[src/rtl/command_scheduler_pkg.sv]
// Shared Illusion definitions for the command scheduler: FSM states, command
// opcodes, opcode field position and the bus widths taken from the global defines.
`ifndef MAIN_MEMORY_BUS_ADDR_WIDTH
`define MAIN_MEMORY_BUS_ADDR_WIDTH 32
`endif
`ifndef COMMAND_DEPTH
`define COMMAND_DEPTH 32
`endif

package command_scheduler_pkg;

  localparam int unsigned ADDR_WIDTH    = `MAIN_MEMORY_BUS_ADDR_WIDTH;
  localparam int unsigned COMMAND_WIDTH = `COMMAND_DEPTH;

  localparam int unsigned OPCODE_MSB   = COMMAND_WIDTH - 1;
  localparam int unsigned OPCODE_WIDTH = 8;

  localparam logic [OPCODE_WIDTH-1:0] COMMAND_OPCODE_END = 8'h00;
  localparam logic [OPCODE_WIDTH-1:0] COMMAND_OPCODE_NOP = 8'h01;

  typedef enum logic [2:0] {
    S_IDLE,
    S_LAUNCH,
    S_SETTLE,
    S_WAIT_FETCH,
    S_READ,
    S_CAPTURE,
    S_DISPATCH,
    S_COMPLETE
  } sched_state_e;

  function automatic logic [OPCODE_WIDTH-1:0] command_opcode(input logic [COMMAND_WIDTH-1:0] word);
    return word[OPCODE_MSB -: OPCODE_WIDTH];
  endfunction

endpackage

[src/rtl/command_scheduler_queue.sv]
// command_pointer_queue: synchronous FIFO of command-buffer base pointers.
// Power-of-two depth; async active-low reset empties it.
module command_pointer_queue
  import command_scheduler_pkg::*;
#(
  parameter int unsigned DEPTH = 4,
  parameter int unsigned WIDTH = ADDR_WIDTH
) (
  input  logic             clk_i,
  input  logic             rst_ni,
  input  logic             push_i,
  input  logic [WIDTH-1:0] data_i,
  input  logic             pop_i,
  output logic [WIDTH-1:0] head_o,
  output logic             full_o,
  output logic             empty_o
);

  localparam int unsigned PTR_W = $clog2(DEPTH);
  localparam logic [PTR_W:0] FULL_COUNT = (PTR_W + 1)'(DEPTH);

  logic [WIDTH-1:0] mem_q [DEPTH];
  logic [PTR_W-1:0] wr_q;
  logic [PTR_W-1:0] rd_q;
  logic [PTR_W:0]   count_q;
  logic             do_push;
  logic             do_pop;

  // full/empty come from the registered count, so a same-cycle pop never frees a slot for a push
  assign full_o  = (count_q == FULL_COUNT);
  assign empty_o = (count_q == '0);
  assign do_push = push_i && !full_o;
  assign do_pop  = pop_i && !empty_o;
  assign head_o  = mem_q[rd_q];

  always_ff @(posedge clk_i or negedge rst_ni) begin
    if (!rst_ni) begin
      wr_q    <= '0;
      rd_q    <= '0;
      count_q <= '0;
      for (int unsigned i = 0; i < DEPTH; i++) begin
        mem_q[i] <= '0;
      end
    end else begin
      if (do_push) begin
        mem_q[wr_q] <= data_i;
        wr_q        <= wr_q + 1'b1;
      end
      if (do_pop) begin
        rd_q <= rd_q + 1'b1;
      end
      if (do_push && !do_pop) begin
        count_q <= count_q + 1'b1;
      end else if (!do_push && do_pop) begin
        count_q <= count_q - 1'b1;
      end
    end
  end

endmodule

[src/rtl/command_scheduler.sv]
// command_scheduler: launches the fetcher per queued pointer and streams buffer words to decode.
// Optional ILLUSION_SCHEDULER_NOP_FILTER_EN drops NOP words instead of dispatching them.
module command_scheduler
  import command_scheduler_pkg::*;
#(
  parameter int unsigned COMMAND_BUFFER_SIZE = 64,
  parameter int unsigned QUEUE_DEPTH         = 4
) (
  input  logic                                   aClock,
  input  logic                                   aReset,
  input  logic [ADDR_WIDTH-1:0]                  aSubmitPointer,
  input  logic                                   aSubmitValid,
  output logic                                   anOutSubmitReady,
  output logic [ADDR_WIDTH-1:0]                  anOutCommandPointer,
  output logic                                   anOutExecute,
  input  logic                                   aFetchReady,
  output logic [$clog2(COMMAND_BUFFER_SIZE)-1:0] anOutCommandIndex,
  output logic                                   anOutCommandRead,
  input  logic [COMMAND_WIDTH-1:0]               aCommandData,
  output logic [COMMAND_WIDTH-1:0]               anOutDispatchData,
  output logic                                   anOutDispatchValid,
  input  logic                                   aDispatchReady,
  output logic                                   anOutBusy,
  output logic [15:0]                            anOutCompletedCount
);

  localparam int unsigned IDX_W = $clog2(COMMAND_BUFFER_SIZE);
  localparam logic [IDX_W-1:0] LAST_INDEX = IDX_W'(COMMAND_BUFFER_SIZE - 1);

  sched_state_e             state_q, state_d;
  logic [ADDR_WIDTH-1:0]    pointer_q, pointer_d;
  logic [IDX_W-1:0]         index_q, index_d;
  logic [COMMAND_WIDTH-1:0] data_q, data_d;
  logic                     valid_q, valid_d;
  logic [15:0]              count_q, count_d;

  logic                     q_push, q_pop, q_full, q_empty;
  logic [ADDR_WIDTH-1:0]    q_head;
  logic [OPCODE_WIDTH-1:0]  opcode;
  logic                     consume_nop;
  logic                     advance;

  assign anOutSubmitReady = aReset && !q_full;
  assign q_push           = aSubmitValid && anOutSubmitReady;
  assign opcode           = command_opcode(aCommandData);

`ifdef ILLUSION_SCHEDULER_NOP_FILTER_EN
  assign consume_nop = (opcode == COMMAND_OPCODE_NOP);
`else
  assign consume_nop = 1'b0;
`endif

  command_pointer_queue #(
    .DEPTH (QUEUE_DEPTH),
    .WIDTH (ADDR_WIDTH)
  ) u_queue (
    .clk_i   (aClock),
    .rst_ni  (aReset),
    .push_i  (q_push),
    .data_i  (aSubmitPointer),
    .pop_i   (q_pop),
    .head_o  (q_head),
    .full_o  (q_full),
    .empty_o (q_empty)
  );

  always_comb begin
    state_d   = state_q;
    pointer_d = pointer_q;
    index_d   = index_q;
    data_d    = data_q;
    valid_d   = valid_q;
    count_d   = count_q;
    q_pop     = 1'b0;
    advance   = 1'b0;
    unique case (state_q)
      S_IDLE: begin
        if (!q_empty) begin
          q_pop     = 1'b1;
          pointer_d = q_head;
          state_d   = S_LAUNCH;
        end
      end
      S_LAUNCH: begin
        index_d = '0;
        state_d = S_SETTLE;
      end
      S_SETTLE:     state_d = S_WAIT_FETCH;
      S_WAIT_FETCH: if (aFetchReady) state_d = S_READ;
      S_READ:       state_d = S_CAPTURE;
      S_CAPTURE: begin
        if (opcode == COMMAND_OPCODE_END) begin
          state_d = S_COMPLETE;
        end else if (consume_nop) begin
          advance = 1'b1;
        end else begin
          data_d  = aCommandData;
          valid_d = 1'b1;
          state_d = S_DISPATCH;
        end
      end
      S_DISPATCH: begin
        if (aDispatchReady) begin
          valid_d = 1'b0;
          advance = 1'b1;
        end
      end
      S_COMPLETE: begin
        count_d = count_q + 1'b1;
        state_d = S_IDLE;
      end
      default: state_d = S_IDLE;
    endcase
    // A filtered NOP and a handshaken word share one advance path so both stop at the last index
    if (advance) begin
      if (index_q == LAST_INDEX) begin
        state_d = S_COMPLETE;
      end else begin
        index_d = index_q + 1'b1;
        state_d = S_READ;
      end
    end
  end

  always_ff @(posedge aClock or negedge aReset) begin
    if (!aReset) begin
      state_q   <= S_IDLE;
      pointer_q <= '0;
      index_q   <= '0;
      data_q    <= '0;
      valid_q   <= 1'b0;
      count_q   <= '0;
    end else begin
      state_q   <= state_d;
      pointer_q <= pointer_d;
      index_q   <= index_d;
      data_q    <= data_d;
      valid_q   <= valid_d;
      count_q   <= count_d;
    end
  end

  assign anOutCommandPointer = pointer_q;
  assign anOutExecute        = (state_q == S_LAUNCH);
  assign anOutCommandRead    = (state_q == S_READ);
  assign anOutCommandIndex   = index_q;
  assign anOutDispatchData   = data_q;
  assign anOutDispatchValid  = valid_q;
  assign anOutBusy           = (state_q != S_IDLE) || !q_empty;
  assign anOutCompletedCount = count_q;

endmodule
[config.mk]
export PLATFORM = sky130hd
export DESIGN_NAME = command_scheduler
export DESIGN_NICKNAME = d
export VERILOG_FILES = /design/src/rtl/command_scheduler_pkg.sv /design/src/rtl/command_scheduler_queue.sv /design/src/rtl/command_scheduler.sv
export SDC_FILE = /design/constraint.sdc
export NUM_CORES = 1
export LEC_CHECK = 0
export BUFFER_PORTS_ARGS = -buffer_cell sky130_fd_sc_hd__buf_2
export CAP_MARGIN = 15
export CORE_MARGIN = 2
export CORE_UTILIZATION = 56
export CTS_BUF_LIST = sky130_fd_sc_hd__clkbuf_16
export CTS_CLUSTER_DIAMETER = 100
export DETAILED_ROUTE_END_ITERATION = 10
export GPL_ROUTABILITY_DRIVEN = 0
export HOLD_SLACK_MARGIN = 0.05
export PLACE_DENSITY = 0.86
export SYNTH_ARGS = -nofsm -noshare
export SYNTH_HDL_FRONTEND = slang
export SYNTH_SLANG_ARGS = --single-unit
[constraint.sdc]
create_clock -name aClock -period 3.4 [get_ports aClock]
set_clock_uncertainty 0.15 [all_clocks]
set_input_delay 0.34 -clock aClock [delete_from_list [all_inputs] [get_ports aClock]]
set_output_delay 0.34 -clock aClock [all_outputs]
set_load 0.02 [all_outputs]
* Yosys cells after proc, flatten, opt, wreduce, memory -nomap -nowiden
Cells that the tools add are included.
Widths: inputs -> output; s select.
** Operators by class
- Equal/unequal tests :: 13
- Bitwise logic cells :: 4
- Reductions and logical operators :: 23
- $lt $le $gt $ge :: 3
- Muxes and demuxes :: 24
- $add $sub $neg :: 6
** Operator list (number)
- $bwmux 128 :: 1
- $mux 32 :: 3
- $bmux 32 s2 :: 1
- $demux 32 s2 :: 1
- $pmux 3 s7 :: 1
- $mux 6 :: 3
- $add 16x1->16 const B :: 1
- $eq 3x3->1 const B :: 5
- $mux 3 :: 5
- $logic_not 8->1 :: 1
- $reduce_bool 8->1 :: 1
- $logic_and 1x1->1 :: 7
- $mux 1 :: 7
- $add 6x1->6 const B :: 1
- $eq 3x2->1 const B :: 2
- $eq 6x6->1 const B :: 1
- $ge 3x3->1 const B :: 2
- $logic_not 3->1 :: 2
- $ne 3x3->1 const B :: 2
- $not 2->3 :: 2
- $reduce_and 3->1 :: 2
- $add 2x1->2 const B :: 2
- $logic_not 1->1 :: 4
- $ne 2x2->1 const B :: 2
- 11 further kinds :: 14
** Word-level totals
- Bits in registers :: 225
- Bits of input ports :: 69

* Longest topological paths before layout
Gate-level depths: netlist (run 1).
- Word-level depth :: 9
- Depth in mapped cells :: 10

* Cells and area by module
From an unflattened synthesis (run 1), not the netlist that was laid out.
** Unflattened totals
- Cells, all modules :: 608
- Area total of the unflattened synthesis :: 9788.1 µm²
** Modules (own cells, without submodules)
- command_pointer_queue :: seq. area each 3378.2 µm², instances 1, area each 5960.7 µm², cells an instance 346
- command_scheduler :: seq. area each 2252.2 µm², instances 1, area each 3827.4 µm², cells an instance 262

* Least setup slack after synthesis (run 1)
OpenSTA, ideal clock, no wires.
- Path type :: register to register
- Start :: register state_q[1]
- End :: register u_queue.count_q[1]
- Slack :: 924 ps
- Arrival time :: 2202 ps
- Data required time :: 3125 ps
- Stages on the path, launching flop included :: 9
- Buffers on the path :: 3
- Path through :: dfrtp_1 > buf_6 > or4_4 > buf_6 > buf_12 > ha_1 > inv_1 > fa_1 > mux2_2
** Between the ends
- Longest elaborated chain between the ends :: 6
** Ends and longest elaborated chain
- start: declaration :: RTL line command_scheduler.sv:30 : sched_state_e state_q, state_d;
- start signal: assignment :: RTL line command_scheduler.sv:134 : state_q <= state_d;
- $logic_not 3->1 (*) :: RTL line command_scheduler.sv:76 : unique case (state_q)
- $mux 1 (*) :: RTL line command_scheduler.sv:76
- $logic_and 1x1->1 (*) :: RTL line command_scheduler_queue.sv:33 : assign do_pop = pop_i && !empty_o;
- $logic_not 1->1 :: RTL line command_scheduler_queue.sv:52 : if (do_push && !do_pop) begin
- $logic_and 1x1->1 :: RTL line command_scheduler_queue.sv:52
- $mux 3 / $reduce_bool 2->1 (equally long branches)
- end signal: assignment :: RTL line command_scheduler_queue.sv:53 : count_q <= count_q + 1'b1;
- end signal: assignment :: RTL line command_scheduler_queue.sv:55 : count_q <= count_q - 1'b1;
- end: declaration :: RTL line command_scheduler_queue.sv:25 : logic [PTR_W:0] count_q;
Every way passes the cells marked *; elsewhere a longest branch is shown, timed or not.
A chain may end at the register's enable or synchronous reset.

* Worst setup path in the final report (run 1)
- Start :: input port aReset
- End :: register u_queue.count_q[2]
** Between the ends
- Longest elaborated chain between the ends :: 6
** Ends and longest elaborated chain
- start: declaration :: RTL line command_scheduler.sv:10 : input logic aReset,
- $logic_and 1x1->1 (*) :: RTL line command_scheduler.sv:43 : assign anOutSubmitReady = aReset && !q_full;
- $logic_and 1x1->1 (*) :: RTL line command_scheduler.sv:44 : assign q_push = aSubmitValid && anOutSubmitReady;
- $logic_and 1x1->1 (*) :: RTL line command_scheduler_queue.sv:32 : assign do_push = push_i && !full_o;
- $logic_not 1->1 :: RTL line command_scheduler_queue.sv:54 : end else if (!do_push && do_pop) begin
- $logic_and 1x1->1 :: RTL line command_scheduler_queue.sv:54
- $reduce_bool 2->1 (no line)
Marks and branches as above.

==> Implementation_results.wiki, run 1 <==
{| class="wikitable"
! Metric !! Value
|-
| Run status || finished, final reports clean
|-
| Global-route congestion overflow total || 0
|-
| Final antenna diode count || 0
|-
| Maximum fanout along the worst path || 50
|-
| Clock net sink count || 225
|-
| Clk slew on worst S/H paths || 0.06 ns
|-
| Sequential share of the synthesized area || 0.583
|-
| Number of buffers created by CTS || 24
|-
| LEAKAGE || 5.68 nW
|-
| Final core utilization || 0.711
|-
| Die height || approximately 140 um
|-
| WHS || 0.162 ns
|-
| Number of standard cells in the final layout excluding fillers || 1075
|-
| Number of violations reported at the end of detailed-routing iteration 0 || 240
|-
| Largest vdd supply drop || 510 uV
|-
| Cell family with the largest share of critical-path delay || buffers and inverters
|-
| Wire length of the first global-routing pass || 34100 um
|-
| Syn Area/Cell || 16.0 um2
|-
| Ratio of routed vias to standard cells || approximately 5.6
|-
| Clk root buf || sky130_fd_sc_hd__clkbuf_16
|-
| Levels on crit path || 9
|-
| Tightest Pin Transition || 0.950 ns
|-
| Number of H-tree branching levels || 1
|-
| Total wire length || 21200 um
|-
| Capture instance of the worst register-to-register path || u_queue.mem_q[127]
|-
| Warnings from Yosys || 0
|-
| Area contributors post-synth || sky130_fd_sc_hd__dfrtp_1 (58%), sky130_fd_sc_hd__mux2_2 (18%), sky130_fd_sc_hd__mux4_2 (7.5%)
|-
| Slowest library cell on the worst path || sky130_fd_sc_hd__dlygate4sd3_1
|-
| Worst r2r src || u_queue.count_q[0]
|-
| Main combinational cell family by area after synthesis || multiplexers
|-
| Crit path time final || 2.59 ns
|-
| Final clock period utilization by the worst path || 0.763
|-
| Number of routed nets with antenna violations || 0
|-
| Area Overhead vs Synth || 25.6%
|-
| Highest-count cells in the layout ignoring fill and taps || sky130_fd_sc_hd__dfrtp_1 (223), sky130_fd_sc_hd__buf_2 (158), sky130_fd_sc_hd__mux2_2 (156)
|-
| Worst setup endpoint || u_queue.count_q[2]
|-
| Share of layout cells above drive strength 1 || 0.504
|-
| Count of distinct cell types in the synthesized netlist || 44
|-
| Synthesized Nets || 680
|-
| Reg2reg setup slack || 1.01 ns
|-
| TritonCTS clock tree || done
|-
| Share of the synthesized area in compound gates (AO/OA/AOI/OAI) || 0.0131
|-
| Total of hold buffers inserted after clock tree synthesis || 66
|-
| CP Launch Type || primary input
|-
| Clock latency on the worst-skew pair || approximately 0.5 ns
|-
| Combined buffer and inverter count along the critical path || 3
|-
| Pwr per Cell Area || 966 nW/um2
|-
| Post-Synthesis Cell Area || 9650 um2
|-
| Cell taking the most area after synthesis || sky130_fd_sc_hd__dfrtp_1
|-
| Share of the synthesized area in the top cell type || 0.583
|-
| Unrepaired setup endpoints after global routing || no
|-
| Simple-gate portion of the synthesized area || 0.0355
|-
| Number of primary I/O pins || 160
|-
| Final nets || 909
|-
| Most common cell after layout, fill and taps aside || sky130_fd_sc_hd__dfrtp_1
|-
| Upper clock frequency limit || 386 MHz
|-
| Row count || between 40 and 50
|-
| Cells on Worst Hold Path || 4
|-
| Starting density of the core || 0.566
|-
| Yosys reg bits || 225
|-
| Adder-cell area share of the yosys netlist || 0.0111
|-
| Remaining design rule violation count || 0
|-
| Clock Path Buffers || 3
|-
| Vias in the first global route || around 6600
|-
| Fraction of synthesized area in multiplexers || 0.313
|-
| Xor and xnor fraction of the mapped netlist area || 0.0191
|-
| Total instance count after detailed placement || 965
|-
| Initial antenna violation count || 0
|-
| Setup CP Type || primary input to flip-flop
|-
| Worst hold path type || primary input to flip-flop
|-
| First-pass iteration count of the detailed router || 4
|-
| Total routing usage reported by global routing || 0.235
|-
| Chip Width || 135 um
|-
| Max-slew violations || 0
|-
| Placed wire-length estimate || 12900 um
|-
| Placeable Area || 17100 um2
|-
| Pin count of the biggest net entering global routing || 179
|-
| Count of input and output buffers || around 160
|-
| Startpoint of the most critical setup path || aReset
|-
| Path depth of the worst reg2reg path || 4
|-
| Via count || 6014
|-
| Wirelength per Cell || 19.7 um
|-
| Setup bufs post-CTS || 0
|-
| Worst path cell trace || dlygate4sd3_1, buf_8, o311a_1, ha_1, inv_1, fa_1, xor2_1, nor2_1, xnor2_1
|-
| Max-capacitance violation count || 0
|-
| Final hold viol count || 0
|-
| Data arrival time of the critical path || 2.87 ns
|-
| Critical path's largest stage delay || between 0.5 and 0.6 ns
|-
| Setup Viol. Count Final || 0
|-
| Filler cell count || 1076
|-
| Setup total negative slack || 0 ns
|-
| Type of element capturing the critical path || flip-flop
|-
| Worst Path Required || 3.68 ns
|-
| Cells resized by post-CTS repair || 0
|-
| Floorplan die area || roughly 18000 um2
|-
| Worst max-slew margin expressed relative to the limit || 0.367
|-
| Gate count of the mapped netlist || 603
|}
## power by group
part | switching [mW] | total [mW] | internal [mW]
Sequential | 0.920 | 4.87 | 3.95
Clock | 1.03 | 2.67 | 1.63
Combinational | 1.81 | 4.18 | 2.37
Total | 3.76 | 11.7 | 7.95
## worst min-delay path: cells and delay by family
family	cells	cell delay, ns
AO/OA/AOI/OAI	2	0.19
buffers and inverters	1	0.13
AND/OR/NAND/NOR	1	0.11
## cell families (layout without fill, tap and decap cells)
| kind of cell | count (synthesis) | count (layout) |
|---|---|---|
| compound gates | 18 | 18 |
| xor+xnor | 21 | 21 |
| fa+ha+maj | 8 | 8 |
| buf+inv | 39 | 286 |
| flops | 225 | 225 |
| mux | 227 | 227 |
| simple gates | 65 | 65 |
## flip-flops by register name, indices dropped and copies added, names as in the netlist
name / flops
anOutCommandIndex: 6
anOutCommandPointer: 32
anOutCompletedCount: 16
anOutDispatchData: 32
anOutDispatchValid: 1
state_q: 3
u_queue.count_q: 3
u_queue.mem_q: 128
u_queue.rd_q: 2
u_queue.wr_q: 2
## stage by stage
stage	power [mW]	area, um2	setup WS [ns]
detailed placement	8.99	10600	0.890
CTS	11.8	12100	0.782
floorplan	7.79	9650	0.924
global placement	8.68	10600	0.978
finish	11.7	12100	0.806
global route	12.3	12100	0.667
## layout make-up
class                           instances  area, um2  area share
Multi-Input combinational cell        339       3790       0.312
Sequential cell                       225       5630       0.465
Timing Repair Buffer                  234       1570       0.130
Inverter                                8       30.0     0.00248
Tap cell                              225        282      0.0232
Clock inverter                         19        195      0.0161
Clock buffer                           25        626      0.0516
## cell usage after synthesis, drive strengths merged
library cell,number
a211o,1
xnor2,15
o211ai,2
a31oi,1
nor3,5
and2,1
or3,1
a21oi,2
nand3,8
o31a,1
nand4b,2
mux4,32
nand3b,1
or4,1
nor2b,2
ha,7
buf,27
o22ai,1
nor4,2
o22a,1
nand2,18
o21ai,5
a21o,2
mux2,195
fa,1
dfrtp,225
xor2,6
a32oi,1
nand4,5
nor2,11
nand2b,1
and4,2
inv,8
and3,5
o311a,1
clkbuf,4
## how the worst min path moves through the flow
| stage | start | endpoint | slack, ns |
|---|---|---|---|
| final | aDispatchReady | state_q[1] | 0.16 |
| after detailed placement | aReset | anOutCompletedCount[11] | 0.11 |
| after floorplan | aReset | anOutCommandIndex[0] | -0.11 |
| after global placement | aReset | anOutCompletedCount[9] | 0.11 |
| after global routing | aDispatchReady | state_q[1] | 0.16 |
| after CTS | aDispatchReady | state_q[1] | 0.11 |
## per-layer routing
metal,track usage,wire length (um),up-vias
met2,0.432,11100,221
li1,-,-,2665
met4,0.0567,356,0
met5,0,0,-
met3,0.0404,1370,36
met1,0.292,8370,3092
Note: power is estimated with default switching activity, not from simulation.
==> run 2, diff against run 1 <==
--- a/config.mk
+++ b/config.mk
@@ -5,16 +5,17 @@
 export SDC_FILE = /design/constraint.sdc
 export NUM_CORES = 1
 export LEC_CHECK = 0
+export ABC_AREA = 1
 export BUFFER_PORTS_ARGS = -buffer_cell sky130_fd_sc_hd__buf_2
 export CAP_MARGIN = 15
 export CORE_MARGIN = 2
-export CORE_UTILIZATION = 56
+export CORE_UTILIZATION = 51
 export CTS_BUF_LIST = sky130_fd_sc_hd__clkbuf_16
 export CTS_CLUSTER_DIAMETER = 100
 export DETAILED_ROUTE_END_ITERATION = 10
 export GPL_ROUTABILITY_DRIVEN = 0
 export HOLD_SLACK_MARGIN = 0.05
-export PLACE_DENSITY = 0.86
+export PLACE_DENSITY = 0.83
 export SYNTH_ARGS = -nofsm -noshare
 export SYNTH_HDL_FRONTEND = slang
 export SYNTH_SLANG_ARGS = --single-unit
==> constraint.sdc (replaced) <==
create_clock -name aClock -period 2.1 [get_ports aClock]
set_clock_uncertainty 0.15 [all_clocks]
set_input_delay 0.21 -clock aClock [delete_from_list [all_inputs] [get_ports aClock]]
set_output_delay 0.21 -clock aClock [all_outputs]
set_load 0.02 [all_outputs]
==> Implementation_results.wiki, run 2 <==
{| class="wikitable"
! Metric !! Value
|-
| Run status || finished, final reports clean
|-
| Via count || 8403 (+40%)
|-
| Slowest library cell on the worst path || sky130_fd_sc_hd__dfrtp_2
|-
| Clock latency on the worst-skew pair || 0.51 ns (about the same)
|-
| Final nets || 1424 (+57%)
|-
| Yosys reg bits || 225 (unchanged)
|-
| Most common cell after layout, fill and taps aside || sky130_fd_sc_hd__o21ai_0
|-
| Cell internal pwr || 10.9 mW (+37%)
|-
| Synthesized Nets || 1203 (+77%)
|-
| Path depth of the worst reg2reg path || 10 (+6)
|-
| WHS || 0.149 ns (-0.0130 ns)
|-
| Setup CP Type || flip-flop to flip-flop
|-
| Most utilized layer in the global route result || met2
|-
| Cell taking the most area after synthesis || sky130_fd_sc_hd__dfrtp_1
|-
| Register ranked first by flip-flop count || u_queue.mem_q
|-
| Vias in the first global route || 8280 (+25%)
|-
| Max-capacitance violation count || 0 (unchanged)
|-
| Die height || 142 um (+4.9%)
|-
| Highest-count cells in the layout ignoring fill and taps || sky130_fd_sc_hd__o21ai_0 (234), sky130_fd_sc_hd__dfrtp_1 (221), sky130_fd_sc_hd__nand2_1 (220)
|-
| Clk root buf || sky130_fd_sc_hd__clkbuf_16
|-
| Final Instance Area || 12200 um2 (+0.43%)
|-
| Area Overhead vs Synth || 25.5% (about the same)
|-
| Met3 routing resource usage after global routing || 0.0414 (+0.000982)
|-
| LEAKAGE || 6.14 nW (+8.1%)
|-
| Worst max-slew margin expressed relative to the limit || 0.445 (+0.0781)
|-
| Floorplan die area || 20100 um2 (+10%)
|-
| Final clock period utilization by the worst path || 0.947
|-
| Area contributors post-synth || sky130_fd_sc_hd__dfrtp_1 (58%), sky130_fd_sc_hd__o21ai_0 (12%), sky130_fd_sc_hd__nand2_1 (8.5%)
|-
| CP Launch Type || flip-flop
|-
| Grt met1 use || 0.309 (+0.0173)
|-
| Most used cell, CP || sky130_fd_sc_hd__inv_2
|-
| Warnings from Yosys || 0 (unchanged)
|-
| Post-place setup slack || 0.0719 ns (-0.818 ns)
|-
| Syn Area/Cell || 8.62 um2 (-46%)
|-
| Number of primary I/O pins || 160 (unchanged)
|-
| Worst setup endpoint || u_queue.count_q[2]
|-
| Worst Path Required || 2.35 ns (-1.33 ns)
|-
| Wire length of the first global-routing pass || 39600 um (+16%)
|-
| Type of element capturing the critical path || flip-flop
|-
| Most instantiated library cell after synthesis || sky130_fd_sc_hd__o21ai_0
|-
| Pwr per Cell Area || 1480 nW/um2 (+53%)
|-
| Number of H-tree branching levels || 1 (unchanged)
|-
| Sequential share of the synthesized area || 0.580 (-0.00308)
|-
| Chip Width || 142 um (+4.9%)
|-
| Row count || 50 (+4.2%)
|-
| First-pass iteration count of the detailed router || 5 (+1)
|-
| Tightest Pin Transition || 0.833 ns (-0.117 ns)
|-
| Share of async-settable or async-resettable flops after synthesis || 1.00 (unchanged)
|-
| Number of enable flip-flop cells after synthesis || 0 (unchanged)
|-
| Worst r2r src || u_queue.count_q[0]
|-
| Net switching power || 7.15 mW (+90%)
|-
| TritonCTS clock tree || done
|-
| Critical path's largest stage delay || 0.42 ns (-0.15 ns)
|-
| Worst path cell trace || inv_2, a31oi_4, nand2_2, inv_2, ha_1, inv_2, fa_2, a21oi_1, o21ai_1, xnor2_1
|-
| Placeable Area || 18700 um2 (+9.7%)
|-
| Global-route congestion overflow total || 0 (unchanged)
|-
| Tot Pwr || 18.1 mW (+54%)
|-
| Data arrival time of the critical path || 2.23 ns (-0.64 ns)
|-
| Final hold viol count || 0 (unchanged)
|-
| Capture instance of the worst register-to-register path || u_queue.count_q[2]
|-
| Starting density of the core || 0.519 (-0.0472)
|-
| Number of flip-flops in the largest register || 128 (unchanged)
|-
| Initial antenna violation count || 1 (+1)
|-
| Worst hold path type || primary input to asynchronous set/reset pin
|-
| Setup Viol. Count Final || 0 (unchanged)
|-
| Upper clock frequency limit || around 500 MHz
|-
| Portion of total power attributed to combinational logic || 0.382 (+0.025)
|-
| Maximum fanout along the worst path || 3 (-94%)
|-
| Share of the synthesized area in the top cell type || 0.580 (-0.00308)
|-
| Post-Synthesis Cell Area || 9710 um2 (+0.53%)
|-
| Share of layout cells above drive strength 1 || 0.177 (-0.327)
|-
| Ratio of routed vias to standard cells || 5.26 (-5.9%)
|-
| Met2 Use GR || 0.406 (-0.0255)
|-
| Count of input and output buffers || 159 (unchanged)
|-
| Placed wire-length estimate || 14100 um (+9.5%)
|-
| Clock net sink count || 225 (unchanged)
|-
| Number of buffers created by CTS || 23 (-4.2%)
|-
| Share of power burned in registers || 0.411 (-0.004)
|-
| Most common library cells after synthesis || sky130_fd_sc_hd__o21ai_0 (235), sky130_fd_sc_hd__dfrtp_1 (225), sky130_fd_sc_hd__nand2_1 (221)
|-
| Clock network fraction of design power || 0.207 (-0.021)
|-
| Max-slew violations || 0 (unchanged)
|-
| Count of distinct cell types in the synthesized netlist || 26 (-41%)
|-
| Remaining design rule violation count || 0 (unchanged)
|-
| Number of violations reported at the end of detailed-routing iteration 0 || 685 (+190%)
|-
| Clock Path Buffers || 3 (unchanged)
|-
| Total routing usage reported by global routing || 0.241 (+0.00540)
|-
| Total wire length || 23800 um (+12%)
|-
| Crit path time final || 1.99 ns
|-
| Largest vdd supply drop || 720 uV (+41%)
|-
| Clk slew on worst S/H paths || 0.06 ns (about the same)
|-
| Post-synth top flop || sky130_fd_sc_hd__dfrtp_1
|-
| Pin count of the biggest net entering global routing || 143 (-20%)
|-
| Number of routed nets with antenna violations || 0 (unchanged)
|-
| Setup total negative slack || 0 ns (unchanged)
|-
| Startpoint of the most critical setup path || u_queue.count_q[0]
|-
| Gate count of the mapped netlist || 1126 (+87%)
|-
| Fin worst setup slack || 0.112 ns (-0.694 ns)
|-
| Reg2reg setup slack || 0.11 ns (-0.90 ns)
|-
| Cell area after placement || 10800 um2 (+1.4%)
|-
| Unrepaired setup endpoints after global routing || no
|-
| Switching Share || 0.396 (+0.0753)
|-
| Wirelength per Cell || 14.9 um (-25%)
|}
[run 2: cell types whose count changed after synthesis, moves of 32 or more]
cell                      before  now
sky130_fd_sc_hd__o21ai_0       5  235
sky130_fd_sc_hd__nand2_1      18  221
sky130_fd_sc_hd__nor2_1       10  194
sky130_fd_sc_hd__mux2_2      156    0
sky130_fd_sc_hd__inv_1         8   94
sky130_fd_sc_hd__a31oi_1       1   33
sky130_fd_sc_hd__mux4_2       32    0
[run 2: final cells by class]
type | instances | area [um2]
fillers | 1461 | 6530
flip-flops and latches | 225 | 5640
multi-input cells | 744 | 3460
repair buffers | 257 | 1750
clock buffers | 23 | 576
inverters | 96 | 360
well taps | 234 | 293
clock inverters | 17 | 100
diodes | 1 | 2.50
[run 2: per-stage QoR]
stage / cells / util
after floorplan: 1126 / -
after global placement: 1486 / 0.577
after detailed placement: 1486 / 0.577
after CTS: 1594 / 0.649
after global routing: 1597 / 0.651
final: 1597 / 0.651
[run 2: timing repair]
action,in CTS,in global routing
setup endpoints to repair,0,3
endpoints found under the hold margin,229,0
buffers inserted,0,2
resized for setup,0,6
hold buffers,68,0
[run 2: worst min path at each step]
stage,startpoint,slack (ns),to
final,aReset,0.15,anOutCommandPointer[8]
after detailed placement,aReset,0.04,anOutCommandPointer[5]
after global routing,aReset,0.16,anOutCommandPointer[5]
after floorplan,aReset,-0.24,anOutCommandIndex[0]
after CTS,aReset,0.15,anOutCommandPointer[5]
after global placement,aReset,0.04,anOutCommandPointer[8]
[run 2: power by group through the flow]
| stage | combinational [mW] | sequential (mW) | clock (mW) |
|---|---|---|---|
| 6_report | 6.89 | 7.42 | 3.74 |
| 5_1_grt | 7.81 | 7.64 | 3.98 |
| 4_1_cts | 6.84 | 7.35 | 3.80 |
| 3_5_place_dp | 6.67 | 7.40 | 0 |
| 3_3_place_gp | 6.45 | 7.32 | 0 |
| 2_1_floorplan | 3.87 | 8.00 | 0 |
[run 2: logic make-up after synthesis]
group	share of synthesized area
AO/OA/AOI/OAI	0.147
adder cells (fa/ha/maj)	0.0111
XOR/XNOR	0.0135
buffers and inverters	0.0668
AND/OR/NAND/NOR	0.182
flip-flops	0.580
[run 2: critical path: cells and delay by family, from the launching register on]
kind,cells,cell delay [ns]
flops,1,0.42
simple gates,1,0.09
compound gates,3,0.41
fa+ha+maj,2,0.50
xor+xnor,1,0.12
buf+inv,3,0.19
[run 2: per-layer routing]
| layer | vias to the layer above | share of wire |
|---|---|---|
| li1 | 4065 | - |
| met1 | 4024 | 0.42 |
| met3 | 67 | 0.054 |
| met4 | 0 | 0.033 |
| met2 | 247 | 0.49 |
| met5 | - | 0 |
